## src/rtl/map_pkg.sv

```systemverilog
// Shared tile codes, request opcodes and controller states for the tile-map
// write-port sequencer.
package map_pkg;

  localparam int MAP_W    = 40;
  localparam int MAP_H    = 30;
  localparam int MAP_SIZE = MAP_W * MAP_H;

  localparam logic [3:0] TILE_EMPTY  = 4'd0;
  localparam logic [3:0] TILE_WALL   = 4'd1;
  localparam logic [3:0] TILE_PELLET = 4'd2;
  localparam logic [3:0] TILE_POWER  = 4'd3;

  typedef enum logic [1:0] {
    OP_WRITE    = 2'b00,
    OP_CONSUME  = 2'b01,
    OP_READ     = 2'b10,
    OP_READ_ALT = 2'b11
  } map_op_t;

  typedef enum logic [1:0] {
    S_IDLE,
    S_RD,
    S_EVAL,
    S_WR
  } ctrl_state_t;

endpackage

```

## src/rtl/rr_arbiter.sv

```systemverilog
// Round-robin arbiter: one-hot grant to the first requester after the last
// accepted grantee; the pointer only moves when the grant is accepted.
module rr_arbiter #(
  parameter int NUM_REQ = 4,
  parameter int IDX_W   = 2
) (
  input  logic               Clk,
  input  logic               Reset,
  input  logic [NUM_REQ-1:0] req,
  input  logic               accept,
  output logic [NUM_REQ-1:0] grant,
  output logic [IDX_W-1:0]   grant_idx
);

  logic [IDX_W-1:0] ptr;
  logic [IDX_W-1:0] cidx;
  logic             found;
  int               cand;

  // Scan from ptr+1 around to ptr itself so the last grantee is lowest priority.
  always_comb begin
    grant     = '0;
    grant_idx = '0;
    found     = 1'b0;
    cand      = 0;
    cidx      = '0;
    for (int i = 1; i <= NUM_REQ; i++) begin
      cand = (int'(ptr) + i) % NUM_REQ;
      cidx = IDX_W'(cand);
      if (!found && req[cidx]) begin
        found       = 1'b1;
        grant[cidx] = 1'b1;
        grant_idx   = cidx;
      end
    end
  end

  always_ff @(posedge Clk or posedge Reset) begin
    if (Reset) begin
      ptr <= IDX_W'(NUM_REQ - 1);
    end else if (accept) begin
      ptr <= grant_idx;
    end
  end

endmodule

```

## src/rtl/map_update_ctrl.sv

```systemverilog
// Serialises tile read-modify-write requests onto the map RAM's write port
// and keeps the remaining pellet count.
module map_update_ctrl #(
  parameter int NUM_REQ      = 4,
  parameter int ADDR_W       = 12,
  parameter int DATA_W       = 4,
  parameter int MAP_SIZE     = 1200,
  parameter int INIT_PELLETS = 244
) (
  input  logic                      Clk,
  input  logic                      Reset,
  input  logic [NUM_REQ-1:0]        req,
  input  logic [2*NUM_REQ-1:0]      req_op,
  input  logic [ADDR_W*NUM_REQ-1:0] req_addr,
  input  logic [DATA_W*NUM_REQ-1:0] req_data,
  output logic [NUM_REQ-1:0]        ack,
  output logic [DATA_W-1:0]         resp_tile,
  output logic                      resp_hit,
  output logic                      resp_err,
  output logic [ADDR_W-1:0]         ram_read_address,
  input  logic [DATA_W-1:0]         ram_data_Out,
  output logic                      ram_we,
  output logic [ADDR_W-1:0]         ram_write_address,
  output logic [DATA_W-1:0]         ram_data_In,
  input  logic                      level_reload,
  output logic [10:0]               pellets_left,
  output logic                      pellet_eaten,
  output logic                      power_eaten,
  output logic                      level_clear
);
  import map_pkg::*;

  localparam int IDX_W = (NUM_REQ > 1) ? $clog2(NUM_REQ) : 1;
  localparam logic [ADDR_W:0] ADDR_LIMIT   = (ADDR_W + 1)'(MAP_SIZE);
  localparam logic [10:0]     CNT_MAX      = 11'(MAP_SIZE);
  localparam logic [10:0]     CNT_INIT     = 11'(INIT_PELLETS);
  localparam logic [DATA_W-1:0] T_EMPTY  = DATA_W'(TILE_EMPTY);
  localparam logic [DATA_W-1:0] T_PELLET = DATA_W'(TILE_PELLET);
  localparam logic [DATA_W-1:0] T_POWER  = DATA_W'(TILE_POWER);

  ctrl_state_t        state, next_state;
  logic [NUM_REQ-1:0] grant;
  logic [IDX_W-1:0]   grant_idx;
  logic               accept;

  logic [IDX_W-1:0]   idx_q;
  map_op_t            op_q;
  logic [ADDR_W-1:0]  addr_q;
  logic [DATA_W-1:0]  data_q;
  logic               err_q;
  logic [DATA_W-1:0]  old_q;

  logic [DATA_W-1:0]  new_tile;
  logic               old_pel, new_pel;
  logic               cnt_dec, cnt_inc;

  logic [1:0]         op_v   [NUM_REQ];
  logic [ADDR_W-1:0]  addr_v [NUM_REQ];
  logic [DATA_W-1:0]  data_v [NUM_REQ];

  for (genvar g = 0; g < NUM_REQ; g++) begin : g_unpack
    assign op_v[g]   = req_op[2*g +: 2];
    assign addr_v[g] = req_addr[ADDR_W*g +: ADDR_W];
    assign data_v[g] = req_data[DATA_W*g +: DATA_W];
  end

  rr_arbiter #(
    .NUM_REQ (NUM_REQ),
    .IDX_W   (IDX_W)
  ) u_arb (
    .Clk       (Clk),
    .Reset     (Reset),
    .req       (req),
    .accept    (accept),
    .grant     (grant),
    .grant_idx (grant_idx)
  );

  assign accept            = (state == S_IDLE) && (|grant);
  assign ram_read_address  = addr_q;
  assign ram_write_address = addr_q;

  always_ff @(posedge Clk or posedge Reset) begin
    if (Reset) begin
      state <= S_IDLE;
    end else begin
      state <= next_state;
    end
  end

  // Transaction context is captured at grant so requesters may change inputs afterwards.
  always_ff @(posedge Clk or posedge Reset) begin
    if (Reset) begin
      idx_q  <= '0;
      op_q   <= OP_WRITE;
      addr_q <= '0;
      data_q <= '0;
      err_q  <= 1'b0;
      old_q  <= '0;
    end else begin
      if (accept) begin
        idx_q  <= grant_idx;
        op_q   <= map_op_t'(op_v[grant_idx]);
        addr_q <= addr_v[grant_idx];
        data_q <= data_v[grant_idx];
        err_q  <= ({1'b0, addr_v[grant_idx]} >= ADDR_LIMIT);
      end
      if (state == S_EVAL) begin
        old_q <= ram_data_Out;
      end
    end
  end

  always_comb begin
    next_state   = state;
    ack          = '0;
    resp_tile    = '0;
    resp_hit     = 1'b0;
    resp_err     = 1'b0;
    ram_we       = 1'b0;
    ram_data_In  = '0;
    pellet_eaten = 1'b0;
    power_eaten  = 1'b0;
    new_tile     = old_q;
    old_pel      = (old_q == T_PELLET) || (old_q == T_POWER);
    new_pel      = 1'b0;
    cnt_dec      = 1'b0;
    cnt_inc      = 1'b0;
    case (state)
      S_IDLE: if (|grant) next_state = S_RD;
      S_RD:   next_state = S_EVAL;
      S_EVAL: next_state = S_WR;
      S_WR: begin
        next_state = S_IDLE;
        ack[idx_q] = 1'b1;
        resp_err   = err_q;
        // Out-of-range requests complete normally but never touch RAM or the count.
        if (!err_q) begin
          resp_tile = old_q;
          case (op_q)
            OP_WRITE: begin
              ram_we   = 1'b1;
              new_tile = data_q;
            end
            OP_CONSUME: begin
              if (old_pel) begin
                ram_we       = 1'b1;
                new_tile     = T_EMPTY;
                resp_hit     = 1'b1;
                pellet_eaten = (old_q == T_PELLET);
                power_eaten  = (old_q == T_POWER);
              end
            end
            default: ;
          endcase
          new_pel     = (new_tile == T_PELLET) || (new_tile == T_POWER);
          cnt_dec     = old_pel && !new_pel;
          cnt_inc     = !old_pel && new_pel;
          ram_data_In = ram_we ? new_tile : '0;
        end
      end
      default: next_state = S_IDLE;
    endcase
  end

  // A reload in the same cycle as an update discards that update.
  always_ff @(posedge Clk or posedge Reset) begin
    if (Reset) begin
      pellets_left <= CNT_INIT;
      level_clear  <= 1'b0;
    end else begin
      level_clear <= (pellets_left == 11'd0);
      if (level_reload) begin
        pellets_left <= CNT_INIT;
      end else if (cnt_dec && (pellets_left != 11'd0)) begin
        pellets_left <= pellets_left - 11'd1;
      end else if (cnt_inc && (pellets_left < CNT_MAX)) begin
        pellets_left <= pellets_left + 11'd1;
      end
    end
  end

endmodule

```

## config.mk

```make
export PLATFORM = sky130hd
export DESIGN_NAME = map_update_ctrl
export DESIGN_NICKNAME = d
export VERILOG_FILES = /design/src/rtl/map_pkg.sv /design/src/rtl/rr_arbiter.sv /design/src/rtl/map_update_ctrl.sv
export SDC_FILE = /design/constraint.sdc
export NUM_CORES = 1
export LEC_CHECK = 0
export CORE_MARGIN = 2
export CORE_UTILIZATION = 47
export DETAILED_ROUTE_END_ITERATION = 7
export GPL_TIMING_DRIVEN = 0
export PLACE_DENSITY = 0.91
export SLEW_MARGIN = 20
export SYNTH_ARGS = -nofsm -noshare
export SYNTH_HDL_FRONTEND = slang
export SYNTH_SLANG_ARGS = --single-unit
```

## constraint.sdc

```tcl
create_clock -name Clk -period 4.84 [get_ports Clk]
set_input_delay 0.726 -clock Clk [delete_from_list [all_inputs] [get_ports Clk]]
set_output_delay 0.726 -clock Clk [all_outputs]
set_load 0.05 [all_outputs]
```

==> results of run 1 <==
-- area by class of cell --
| class | instances | area (um^2) | share of cell area (%) |
|---|---|---|---|
| Buffer | 31 | 243 | 4.95 |
| Clock buffer | 7 | 96.3 | 1.96 |
| Clock inverter | 1 | 5.00 | 0.102 |
| Inverter | 14 | 52.6 | 1.07 |
| Multi-Input combinational cell | 270 | 2000 | 40.7 |
| Sequential cell | 41 | 1030 | 21.1 |
| Tap cell | 96 | 120 | 2.45 |
| Timing Repair Buffer | 135 | 1360 | 27.7 |
-- state kept, by name, summed over array words and instances, names as in the netlist --
name and flops:
idx_q 2, u_arb.ptr 2, state 2, pellets_left 11, old_q 4, data_q 4, level_clear 1, ram_read_address 12
err_q 1, op_q 2
-- cells in the final DEF (no fill, tap or decap), drive strengths merged, types with 2 or more instances in the layout --
master / netlist / final
clkdlybuf4s50: 0 / 134
dfrtp: 34 / 34
and2: 7 / 7
o21ai: 34 / 34
nor2b: 13 / 13
inv: 14 / 14
nor3: 6 / 6
xnor2: 5 / 5
mux2i: 36 / 36
a211oi: 4 / 4
mux2: 27 / 27
buf: 26 / 27
xor2: 2 / 2
nor3b: 4 / 4
a31oi: 3 / 3
dfstp: 7 / 7
nor4: 5 / 5
nand2: 39 / 39
ha: 20 / 20
a21oi: 16 / 16
nand2b: 4 / 4
a211o: 6 / 6
a21o: 3 / 3
a21boi: 2 / 2
nand3: 4 / 4
nor2: 17 / 17
clkbuf: 5 / 12
-- worst register-to-register path: stages, from the launching register on --
cell      delay (ns)
dfrtp_1         0.40
ha_1            0.26
nor2b_1         0.35
nand4_1         0.27
inv_1           0.34
ha_1            0.33
nor2b_1         0.14
o21ai_0         0.22
a21boi_0        0.16
o21ai_0         0.27
a21oi_1         0.16
a31oi_1         0.23
mux2i_1         0.24
mux2_2          0.36
-- worst min-delay path by stage --
stage,start,depth (start not counted),end,slack (ns)
2_1_floorplan,data_q[0],2,data_q[0],0.44
4_1_cts,data_q[3],2,data_q[3],0.53
3_5_place_dp,ram_read_address[11],1,ram_read_address[11],0.51
3_3_place_gp,data_q[0],2,data_q[0],0.48
5_1_grt,ram_read_address[11],1,ram_read_address[11],0.55
6_report,ram_read_address[11],1,ram_read_address[11],0.53
-- metrics by stage --
stage / area [um^2] / std cells / hold WS [ns] / worst slack, ns / utilization [%]
after detailed placement: 4810 / 587 / 0.512 / 1.04 / 70.4
after global routing: 4910 / 595 / 0.549 / 0.666 / 71.8
final: 4910 / 595 / 0.526 / 1.01 / 71.8
after floorplan: 3330 / 356 / 0.441 / 1.09 / -
after global placement: 4790 / 586 / 0.482 / 1.22 / 70.1
after CTS: 4910 / 595 / 0.530 / 1.03 / 71.8
-- layer usage --
metal | GRT usage, % | part of all wire, %
met5 | 0 | 0
met4 | 8.40 | 2.3
met3 | 4.34 | 5.6
met2 | 43.1 | 51
met1 | 29.4 | 41
-- power breakdown --
group	switching, mW	leakage, nW	internal (mW)
Combinational	1.22	1.60	0.918
Clock	0.117	0.0542	0.129
Sequential	0.129	0.497	0.492
Total	1.46	2.15	1.54
-- cell families after synthesis --
group                      Yosys count  synth area share (%)
AOI/OAI and AO/OA                   74                  13.4
xor gates and xnor gates             7                  1.84
buffers and inverters               45                  8.88
adders and majority gates           21                  8.13
muxes                               64                  21.1
and+or+nand+nor                    104                  15.6
DFF                                 41                  31.1
==> results by group, run 1 <==
Status
  • Status: finished clean

Placement
  • Placer Congestion: 0.907
  • HPWL Detailed: 7300 um
  • I/O Buffers: 134

Cells and area
  • Share of layout cells above drive strength 1: 15.0%
  • Area delta synth->final: 47.6%
  • Final net count: 602
  • Antenna cell count: 0
  • Fill cells: 484

Global routing
  • Largest net degree at the start of global routing: 35
  • Initial antenna violation count: 0
  • Total global routing overflow: 0
  • GRT Total Usage: 24.2%
  • Wire length of the first global-routing pass: ~15000 um
  • Vias in the first global route: 3221

Timing
  • Slew HR: ~65%
  • Setup Viol. Count Final: 0
  • Total Neg Setup Slack: 0 ns
  • Fin. Hold Viols: 0
  • Least-Margin Pin Slew: 0.524 ns
  • Crit share post-route: 79.1%
  • Clock skew: 0.0145 ns
  • Minimum clock period: 3.83 ns
  • Fmax achieved: 0.261 GHz
  • Fin. max-slew vios: 0
  • RSZ-0062 raised after global routing: no

Worst setup path
  • CP endpoint kind: flop
  • Levels on crit path: 13
  • Critical-path top delay cell: dfrtp_1
  • Crit Reg-Reg Startpoint: state[1]
  • Startpoint Class: flop
  • Reg2reg path depth: 13
  • Worst reg2reg path endpoint: pellets_left[10]
  • Max FO, Critical Path: 9
  • Critical path, cell by cell: ha_1 -> nor2b_1 -> nand4_1 -> inv_1 -> ha_1 -> nor2b_1 -> o21ai_0 -> a21boi_0 -> o21ai_0 -> a21oi_1 -> a31oi_1 -> mux2i_1 -> mux2_2
  • Crit-path max cell delay: 0.40 ns
  • Critical path type: reg -> reg
  • Setup crit start: state[1]
  • CP arrival: 4.02 ns
  • Cell family with the largest share of critical-path delay: compound AO/OA/AOI/OAI gates
  • Buf+Inv Stages, Crit Path: 1
  • CP endpoint: pellets_left[10]
  • Worst Path Required: ~5.0 ns
  • FF-to-FF setup slack: 1.01 ns

Clock tree
  • CTS Hold Bufs: 0
  • H-tree lvl count: 2
  • Post-cts resize count: 0
  • Num CTS Buffers: 5
  • CTS tree: yes
  • Clk slew on worst S/H paths: around 0.090 ns
  • Worst skew pair latency: between 0.2 and 0.3 ns
  • Post-CTS setup buffers: 0
  • Clock Tree Buf Depth: 2
  • TritonCTS sink count: 41
  • CTS root buf: clkbuf_8

Synthesis
  • #FFs+latches synth: 41
  • Syn Area/Cell: 9.34 um^2
  • Post-synth ARST share: 100%
  • Number of synthesized flops with an enable pin: 0
  • Yosys cell types: 50
  • Seq/Total Area, Yosys: between 30% and 40%
  • Synth top area share: 25.6%
  • Synthesized cell area: 3330 um^2
  • Syn Nets: 460
  • YS warnings: 0
  • Post-synth top area cell: dfrtp_1
  • Top-count cell post-synth: nand2_1
  • Post-Syn Instances: 356
  • Most frequent cells after synthesis: 39 x nand2_1, 36 x mux2i_1, 34 x dfrtp_1, 28 x o21ai_0, 22 x mux2_2
  • Ranking of synthesized cells by area: dfrtp_1 26%, mux2i_1 11%, ha_1 7.5%
  • Ys flop type: dfrtp_1

Power
  • Maximum vdd ir drop: about 600 uV
  • Power Density: 611 nW/um^2
  • LEAKAGE: 2.15 nW
  • Total power: 3.00 mW

Route
  • Post-Route WL: 9130 um
  • Routed length per instance: around 15 um
  • Number of remaining DRC errors: 0
  • Initial DRT Pass Iterations: 4
  • Total number of vias: between 3000 and 4000
  • Starting DRT DRC Count: 124
  • Via-to-Cell Ratio: 5.30
  • Post-DRT Antenna Nets: 0

Die
  • Ports: 136
  • FP Rows: 30
  • Initial Util: about half
  • Core Region: 6830 um^2
  • Die width: 88.1 um
  • Die H: 88.1 um
  • Die area: 7770 um^2

Run
  • MaxCap Viol Count: 0

Worst hold path
  • Type of the tightest min-delay check: reg -> reg
(Power assumes the default switching activity.)
==> run 2: changes to the inputs <==
--- a/config.mk
+++ b/config.mk
@@ -6,10 +6,10 @@
 export NUM_CORES = 1
 export LEC_CHECK = 0
 export CORE_MARGIN = 2
-export CORE_UTILIZATION = 47
+export CORE_UTILIZATION = 40
 export DETAILED_ROUTE_END_ITERATION = 7
 export GPL_TIMING_DRIVEN = 0
-export PLACE_DENSITY = 0.91
+export PLACE_DENSITY = 0.83
 export SLEW_MARGIN = 20
 export SYNTH_ARGS = -nofsm -noshare
 export SYNTH_HDL_FRONTEND = slang
==> constraint.sdc (replaced) <==
create_clock -name Clk -period 3.44 [get_ports Clk]
set_input_delay 0.516 -clock Clk [delete_from_list [all_inputs] [get_ports Clk]]
set_output_delay 0.516 -clock Clk [all_outputs]
set_load 0.05 [all_outputs]
==> results by group, run 2 (synthesis results as in run 1) <==
Status
  • Status: finished clean

Clock tree
  • H-tree lvl count: 2 (unchanged)
  • Clock Tree Buf Depth: 2 (unchanged)
  • Num CTS Buffers: 5 (unchanged)
  • CTS root buf: clkbuf_8
  • Clk slew on worst S/H paths: 0.09 ns (about the same)
  • CTS Hold Bufs: 0 (unchanged)
  • Worst skew pair latency: 0.30 ns (about the same)
  • CTS tree: yes
  • TritonCTS sink count: 41 (unchanged)

Worst setup path
  • Crit Reg-Reg Startpoint: u_arb.ptr[0]
  • Critical path, cell by cell: buf_6 -> inv_1 -> ha_1 -> buf_6 -> mux2i_1 -> a21oi_1 -> nor2_2 -> buf_2 -> buf_4 -> mux2i_1 -> nand2_1 -> o21ai_1 -> o21ai_0
  • Startpoint Class: flop
  • CP arrival: 3.37 ns (-0.65 ns)
  • Crit-path max cell delay: 0.60 ns (+0.20 ns)
  • FF-to-FF setup slack: 0.24 ns (-0.77 ns)
  • Setup crit start: u_arb.ptr[0]
  • CP endpoint kind: flop
  • Max FO, Critical Path: 10 (+1)
  • Worst reg2reg path endpoint: data_q[3]
  • Critical-path top delay cell: dfstp_2
  • CP endpoint: data_q[3]
  • Worst Path Required: 3.61 ns (-1.42 ns)
  • Reg2reg path depth: 13 (unchanged)
  • Critical path type: reg -> reg

Timing
  • Fmax achieved: 0.313 GHz (+20%)
  • RSZ-0062 raised after global routing: no
  • Crit share post-route: 93.0% (+14 points)
  • Least-Margin Pin Slew: 0.521 ns (-0.00309 ns)
  • Fin. Hold Viols: 0 (unchanged)
  • Clock skew: 0.00979 ns (-0.00468 ns)
  • Total Neg Setup Slack: 0 ns (unchanged)
  • Setup Viol. Count Final: 0 (unchanged)
  • Slew HR: 65.2% (+0.21 points)
  • Minimum clock period: 3.20 ns (-0.631 ns)
  • Fin. max-slew vios: 0 (unchanged)

Cells and area
  • Post-Layout Cell Count: 603 (+1.3%)
  • Design area: 4920 um^2 (+0.28%)
  • Final net count: 601 (-0.17%)
  • Commonest non-fill, non-tap cells in the layout: 134 x clkdlybuf4s50_1, 39 x nand2_1, 36 x mux2i_1
  • Multi-input logic area: 2010 um^2 (+0.69%)
  • Area delta synth->final: 48.0%
  • Fin util: 60.5% (-11 points)
  • Commonest non-fill, non-tap cell in the layout: clkdlybuf4s50_1
  • Fill cells: 681 (+41%)
  • Max FFs per register: 12 (unchanged)
  • Share of layout cells above drive strength 1: 15.5% (+0.43 points)
  • Reg area: 1030 um^2 (unchanged)
  • Antenna cell count: 0 (unchanged)

Die
  • Core Region: 8130 um^2 (+19%)
  • Die width: 95.2 um (+8.0%)
  • FP Rows: 33 (+10%)
  • Die H: 95.2 um (+8.0%)
  • Die area: 9060 um^2 (+17%)
  • Initial Util: 40.9% (-7.8 points)
  • Ports: 136 (unchanged)

Route
  • Routed length per instance: 15.1 um (-1.7%)
  • Starting DRT DRC Count: 89 (-28%)
  • Post-Route WL: 9090 um (-0.42%)
  • Via-to-Cell Ratio: 5.23 (-1.4%)
  • Post-DRT Antenna Nets: 0 (unchanged)
  • Number of remaining DRC errors: 0 (unchanged)
  • Initial DRT Pass Iterations: 4 (unchanged)
  • Total number of vias: 3153 (-0.095%)

Power
  • Clock share of power: 7.9% (-0.3 points)
  • Net Switching: 2.07 mW (+42%)
  • Total power: 4.22 mW (+41%)
  • LEAKAGE: 2.15 nW (-0.18%)
  • Maximum vdd ir drop: 623 uV (+5.6%)
  • Power Density: 858 nW/um^2 (+40%)
  • Combinational share of power: 70.9% (-0.2 points)
  • Sequential power share: 21.1% (+0.4 points)
  • Internal: 2.15 mW (+40%)
  • Sw Share: 49.1% (+0.35 points)

Placement
  • I/O Buffers: 134 (unchanged)
  • Placed cell areas: 4820 um^2 (+0.23%)
  • Placer Congestion: 0.939 (+3.5%)
  • # placed instances: 596 (+1.5%)
  • HPWL Detailed: 7300 um (about the same)

Global routing
  • GRT Total Usage: 21.0% (-3.2 points)
  • Total global routing overflow: 0 (unchanged)
  • Vias in the first global route: 3226 (+0.16%)
  • Largest net degree at the start of global routing: 32 (-8.6%)
  • Initial antenna violation count: 0 (unchanged)
  • Wire length of the first global-routing pass: 14800 um (+0.71%)

Worst hold path
  • Type of the tightest min-delay check: in -> async

Run
  • MaxCap Viol Count: 0 (unchanged)
==> run 2: cell count changes in the layout (fill, tap and decap cells not counted), sizes merged <==
cell,change
buf,+1
clkbuf,-1
clkinv,-1
==> run 2: timing repair <==
item,in CTS,in global routing
resized for setup,3,4
pin swaps,0,1
endpoints found under the setup margin,1,10
setup buffers,1,0
hold endpoints to repair,0,0
==> run 2: how the worst min path moves through the flow <==
stage	startpoint	to	slack (ns)	cells past startpoint
after detailed placement	data_q[0]	data_q[0]	0.50	2
final	Reset	ram_read_address[6]	0.45	2
after global routing	Reset	ram_read_address[6]	0.48	2
after CTS	Reset	ram_read_address[6]	0.46	2
after floorplan	data_q[0]	data_q[0]	0.44	2
after global placement	data_q[1]	data_q[1]	0.49	2
==> run 2: area by class of cell <==
class / instances / area share (%)
inverter: 14 / 1.07
clock buffer: 8 / 1.83
timing repair buffer: 136 / 27.8
multi-input combinational: 270 / 40.8
tap: 105 / 2.67
sequential: 41 / 21.0
buffer: 29 / 4.78
==> run 2: metal layers <==
layer	track usage [%]	routed length (um)	vias to the layer above	share of wire, %
met3	4.51	595	17	6.5
met5	0	0	-	0
met4	7.37	187	0	2.1
met2	38.1	4580	136	50
met1	24.2	3730	1479	41
li1	-	-	1521	-
==> run 2: through the flow <==
step | setup WS [ns] | hold slack [ns]
finish | 0.242 | 0.454
floorplan | 0.159 | 0.441
CTS | 0.0575 | 0.457
detailed placement | -0.294 | 0.496
global route | 0.00790 | 0.483
global placement | -0.176 | 0.491
==> run 2: critical path: cells and delay by family, from the launching register on <==
family          cells  cell delay [ns]
buf+inv             5             1.06
compound gates      3             0.34
fa+ha+maj           1             0.33
flops               1             0.60
mux                 2             0.44
simple gates        2             0.30
==> run 2: power by group through the flow <==
| stage | clock [mW] | combinational [mW] | sequential, mW |
|---|---|---|---|
| floorplan | 0 | 1.93 | 1.10 |
| global placement | 0 | 2.94 | 0.873 |
| detailed placement | 0 | 3.02 | 0.881 |
| CTS | 0.339 | 3.02 | 0.891 |
| global route | 0.359 | 3.22 | 0.922 |
| finish | 0.335 | 3.00 | 0.892 |
==> RTL edit 1 (settings of run 1) <==
Set the parameter `DATA_W` to 6 (it was 4).
--- a/src/rtl/map_update_ctrl.sv
+++ b/src/rtl/map_update_ctrl.sv
@@ -4,5 +4,5 @@
   parameter int NUM_REQ      = 4,
   parameter int ADDR_W       = 12,
-  parameter int DATA_W       = 4,
+  parameter int DATA_W       = 6,
   parameter int MAP_SIZE     = 1200,
   parameter int INIT_PELLETS = 244
Ports: changed (resized ram_data_In, ram_data_Out, req_data and resp_tile); port bits go from 136 to 150. No check against the original RTL was run, so the function may have changed too.
==> RTL edit 1 against run 1 <==
  * Cell area increased by 6.7%
  * Worst setup slack got worse by 360 ps
  * Wire length increased by 7.0%
  * Core utilization increased by 0.34 points
  * Highest routed layer unchanged
  * Sequential cell count increased by 4
  * Power increased by 8.8%
  * Synthesized area increased by 5.9%
==> RTL edit 1: results (changes against run 1) <==
Pwr
  • P_seq: 0.701 mW (+13%)
  • Leakage: 2.216 nW (+2.9%)
  • Sequential fraction of design power: 0.215 (+0.008)
  • Sw power: 1.586 mW (+8.5%)
  • P_clk: 0.299 mW (+22%)
  • Worst vdd ir: 423.0 uV (-28%)

Routing
  • Metal2 WL: 4848 um (+4.4%)
  • WL/cell: 15.53 um (+1.2%)
  • Met3 WL post-DR: 687 um (+34%)

Timing
  • Min Hold Slack: 495.8 ps (-30.17 ps)
  • Worst-margin pin slew: 553.2 ps (+29.62 ps)
  • Final Skew: 4.389 ps (-10.08 ps)

Global route
  • Vias in the first global route: 3454 (+7.2%)
  • First-pass GRT wire length: 16150 um (+9.6%)
  • GRT Resource Usage Total: 0.2389 (-0.003027)
  • Largest net degree at the start of global routing: 29 (-17%)

Cells and area
  • Signal buffers: 180 (+8.4%)
  • Final core utilization: 0.7219 (+0.003427)
  • Fraction of area in multi-input gates: 0.4065 (about the same)
  • Seq area share: 0.2167 (+0.005919)
  • #MultiIn Comb: 283 (+4.8%)
  • Clock buffer count: 6 (-1)
  • Signal buffers share of area: 0.3202 (-0.006600)
  • Final #Nets: 643 (+6.8%)
  • Fillcell total: 527 (+8.9%)
  • Clock-cell share of area: 0.02294 (+0.002292)

Place
  • Post-detail-place hpwl: 8005 um (+9.6%)
  • GP Congestion: 0.8767 (-3.4%)
  • Placed cell count: 621 (+5.8%)
  • DP Area: 5116 um2 (+6.4%)
  • Place WS: 700.0 ps (-342.5 ps)

Floorplan
  • Core ar.: 7253 um2 (+6.2%)

Yosys
  • Post-Syn Nets: 490 (+6.5%)
  • Compound-Gate Fraction of Synth Area: 0.1493 (+0.01569)
  • Post-Synth XOR/XNOR Area: 0.01990 (+0.001466)
  • Top area cells in the synthesized netlist: dfrtp_1 27%, mux2_2 9.3%, ha_1 7.1%
  • Proportion of synthesized area in mux cells: 0.1997 (-0.01135)
  • Cell count after synthesis: 376 (+5.6%)
  • Register area share after synthesis: 0.3223 (+0.01118)

Worst hold path
  • HP Start: data_q[0]
  • Worst Hold End: data_q[0]
  • Hold path cells: 2 (+1)

Critical path
  • Largest stage delay on the critical path: 520 ps (+120 ps)
  • R2r setup slk: 650 ps (-360 ps)
  • Cell class contributing the biggest share of worst-path delay: simple AND/OR/NAND/NOR gates
  • Crit path DAT: 4400 ps (+380 ps)
  • CP max stage cell: or4_1

Outcome
  • Status: finished, final reports clean
==> RTL edit 1: cell types whose count changed after synthesis, moves of 6 or more <==
| cell | delta |
|---|---|
| clkbuf_1 | +6 |
| mux2_2 | +7 |
| mux2i_1 | -13 |
| nor2_1 | +8 |
| nor2b_1 | -9 |
| o21ai_0 | -11 |
| o21ai_1 | +16 |
==> RTL edit 1: cells by family (layout without fill, tap and decap cells) <==
group           Yosys count  in the layout
simple gates            112            112
compound gates           82             82
buf+inv                  48            202
mux                      60             60
flops                    45             45
xor+xnor                  8              8
fa+ha+maj                21             21
==> RTL edit 1: routing by layer <==
metal,global-route usage,vias up
met5,0,-
met4,0.08590,0
met3,0.04007,23
met2,0.4136,155
met1,0.2997,1608
li1,-,1629
==> RTL edit 1: worst min-delay path: stages, from the launching register on <==
cell and delay, ps:
dfrtp_1 350, nand2_1 50, o21ai_1 60
==> RTL edit 2 (settings of run 1) <==
Without the edit above. Remove the register `level_clear`: a continuous assignment takes its place, so the output `level_clear` follows one clock earlier.
--- a/src/rtl/map_update_ctrl.sv
+++ b/src/rtl/map_update_ctrl.sv
@@ -168,7 +168,5 @@
     if (Reset) begin
       pellets_left <= CNT_INIT;
-      level_clear  <= 1'b0;
     end else begin
-      level_clear <= (pellets_left == 11'd0);
       if (level_reload) begin
         pellets_left <= CNT_INIT;
@@ -181,4 +179,6 @@
   end
 
+  assign level_clear = (pellets_left == 11'd0);
+
 endmodule
 
Formal check against the unedited RTL: same outputs for any inputs over 4 cycles, from zero or initial values and one cycle with Reset high; that may be too few to reach the edited logic, so the function may still have changed.
==> RTL edit 2 against run 1 <==
  * Synthesized cell count grew 2.0%
  * Clock power grew 15%
  * Worst setup slack gained 30 ps
  * Synthesized area grew 0.15%
  * Wire length grew 1.2%
  * Sequential cell count shrank 1
  * Cell area grew 0.74%
  * Power grew 7.4%
==> RTL edit 2: results (changes against run 1) <==
Yosys
  • Post-Syn Nets: 467 (+1.5%)
  • Synth cell types: 53 (+6.0%)
  • Synth cell count leaders: 44 x nand2_1, 33 x dfrtp_1, 31 x mux2i_1
  • Register area share after synthesis: 0.3032 (-0.007981)
  • Top area cells in the synthesized netlist: dfrtp_1 25%, mux2i_1 9.3%, ha_1 7.5%

Timing
  • Final Skew: 5.519 ps (-8.948 ps)
  • Slew HR: 0.5869 (-0.06298)
  • Slew Viols, Final: 0 (unchanged)

Cells and area
  • Fillcell total: 513 (+6.0%)
  • Final #Nets: 610 (+1.3%)
  • Area taken by multi-input logic gates: 2029 um2 (+1.7%)
  • Ant diodes: 0 (unchanged)
  • Ratio of cells with drive above 1 in the final layout: 0.1598 (+0.009463)

Critical path
  • Cell class contributing the biggest share of worst-path delay: simple AND/OR/NAND/NOR gates
  • Largest stage delay on the critical path: 430 ps (+30 ps)
  • Worst r2r src: pellets_left[0]
  • Critical Path Fanout Max: 11 (+2)

Pwr
  • Leakage: 2.195 nW (+2.0%)
  • Internal power: 1.624 mW (+5.5%)
  • Worst vdd ir: 483.1 uV (-18%)

Global route
  • Vias in the first global route: 3325 (+3.2%)
  • First-pass GRT wire length: 15150 um (+2.8%)
  • Largest net degree at the start of global routing: 25 (-29%)
  • GRT Resource Usage Total: 0.2464 (+0.004483)

Place
  • DP Area: 4830 um2 (+0.47%)
  • Post-detail-place hpwl: 7368 um (+0.91%)
  • Port-buffer cells: 135 (+0.75%)
  • GP Congestion: 0.8766 (-3.4%)
  • Place WS: 1120 ps (+77.70 ps)

Routing
  • Vias: 3309 (+4.8%)
  • Initial drt markers: 216 (+74%)
  • WL/cell: 15.33 um (-0.14%)
  • Drt pass-1 iters: 5 (+1)

Worst hold path
  • HP Start: data_q[0]

Outcome
  • Status: finished, final reports clean

Clocking
  • Root buf cell: clkbuf_8
==> RTL edit 2: changes by cell type in the layout (fill, tap and decap cells not counted), sizes merged, moves of 5 or more <==
cell | before | now
mux2i | 36 | 31
nand2 | 39 | 44
a21o | 3 | 8
nor2 | 17 | 23
nor2b | 13 | 7
==> RTL edit 2: logic make-up after synthesis <==
logic type	synth area share
multiplexers	0.1766
adder cells (fa/ha/maj)	0.08114
buffers and inverters	0.08753
AO/OA/AOI/OAI	0.1751
AND/OR/NAND/NOR	0.1555
flip-flops	0.3032
XOR/XNOR	0.02104
==> RTL edit 2: path summary, 6_finish.rpt <==
| check | depth (start not counted) | end | slack (ps) |
|---|---|---|---|
| setup / recovery | 16 | pellets_left[10] | 1040 |
| hold / removal | 2 | data_q[0] | 510 |
| setup reg to reg | 16 | pellets_left[10] | 1040 |
| hold reg to reg | 2 | data_q[0] | 510 |
| max in group asynchronous | 3 | u_arb.ptr[1] | 3560 |
| min in group asynchronous | 2 | pellets_left[1] | 740 |
==> RTL edit 2: per-layer routing <==
layer,global-route usage,vias to the layer above,share of wire
met5,0,-,0
met2,0.4381,150,0.51
met3,0.05372,17,0.062
li1,-,1570,-
met4,0.07025,0,0.017
met1,0.2991,1572,0.40
==> RTL edit 2: power by group through the flow <==
stage | Sequential, mW | Clock, mW | Combinational [mW]
after floorplan | 0.771 | 0 | 1.55
after global placement | 0.606 | 0 | 2.27
after detailed placement | 0.616 | 0 | 2.33
after CTS | 0.612 | 0.289 | 2.34
after global routing | 0.633 | 0.302 | 2.51
final | 0.613 | 0.283 | 2.33
==> RTL edit 2: through the flow <==
stage	std cells	hold slack (ps)
floorplan	363	447.6
global placement	594	466.7
detailed placement	595	490.3
CTS	603	512.1
global route	603	554.6
finish	603	514.1
==> RTL edit 2: worst reg2reg max path: stages (launching register included) <==
cell,delay (ps)
dfrtp_1,430
nor4_1,280
nand2_1,90
nor4_1,400
nor4_1,130
nand2_1,160
inv_1,220
ha_1,390
nor2b_1,190
o21ai_0,130
a21oi_1,230
o21ai_0,140
a21oi_1,240
a21o_1,160
a21oi_1,80
or2_2,300
a31oi_1,160
==> RTL edit 2: area by class of cell <==
| type | count | share of cell area |
|---|---|---|
| Tap cell | 96 | 0.02429 |
| Clock inverter | 3 | 0.009362 |
| Multi-Input combinational cell | 276 | 0.4104 |
| Inverter | 16 | 0.01240 |
| Timing Repair Buffer | 136 | 0.2788 |
| Clock buffer | 5 | 0.01392 |
| Sequential cell | 40 | 0.2042 |
| Buffer | 31 | 0.04656 |
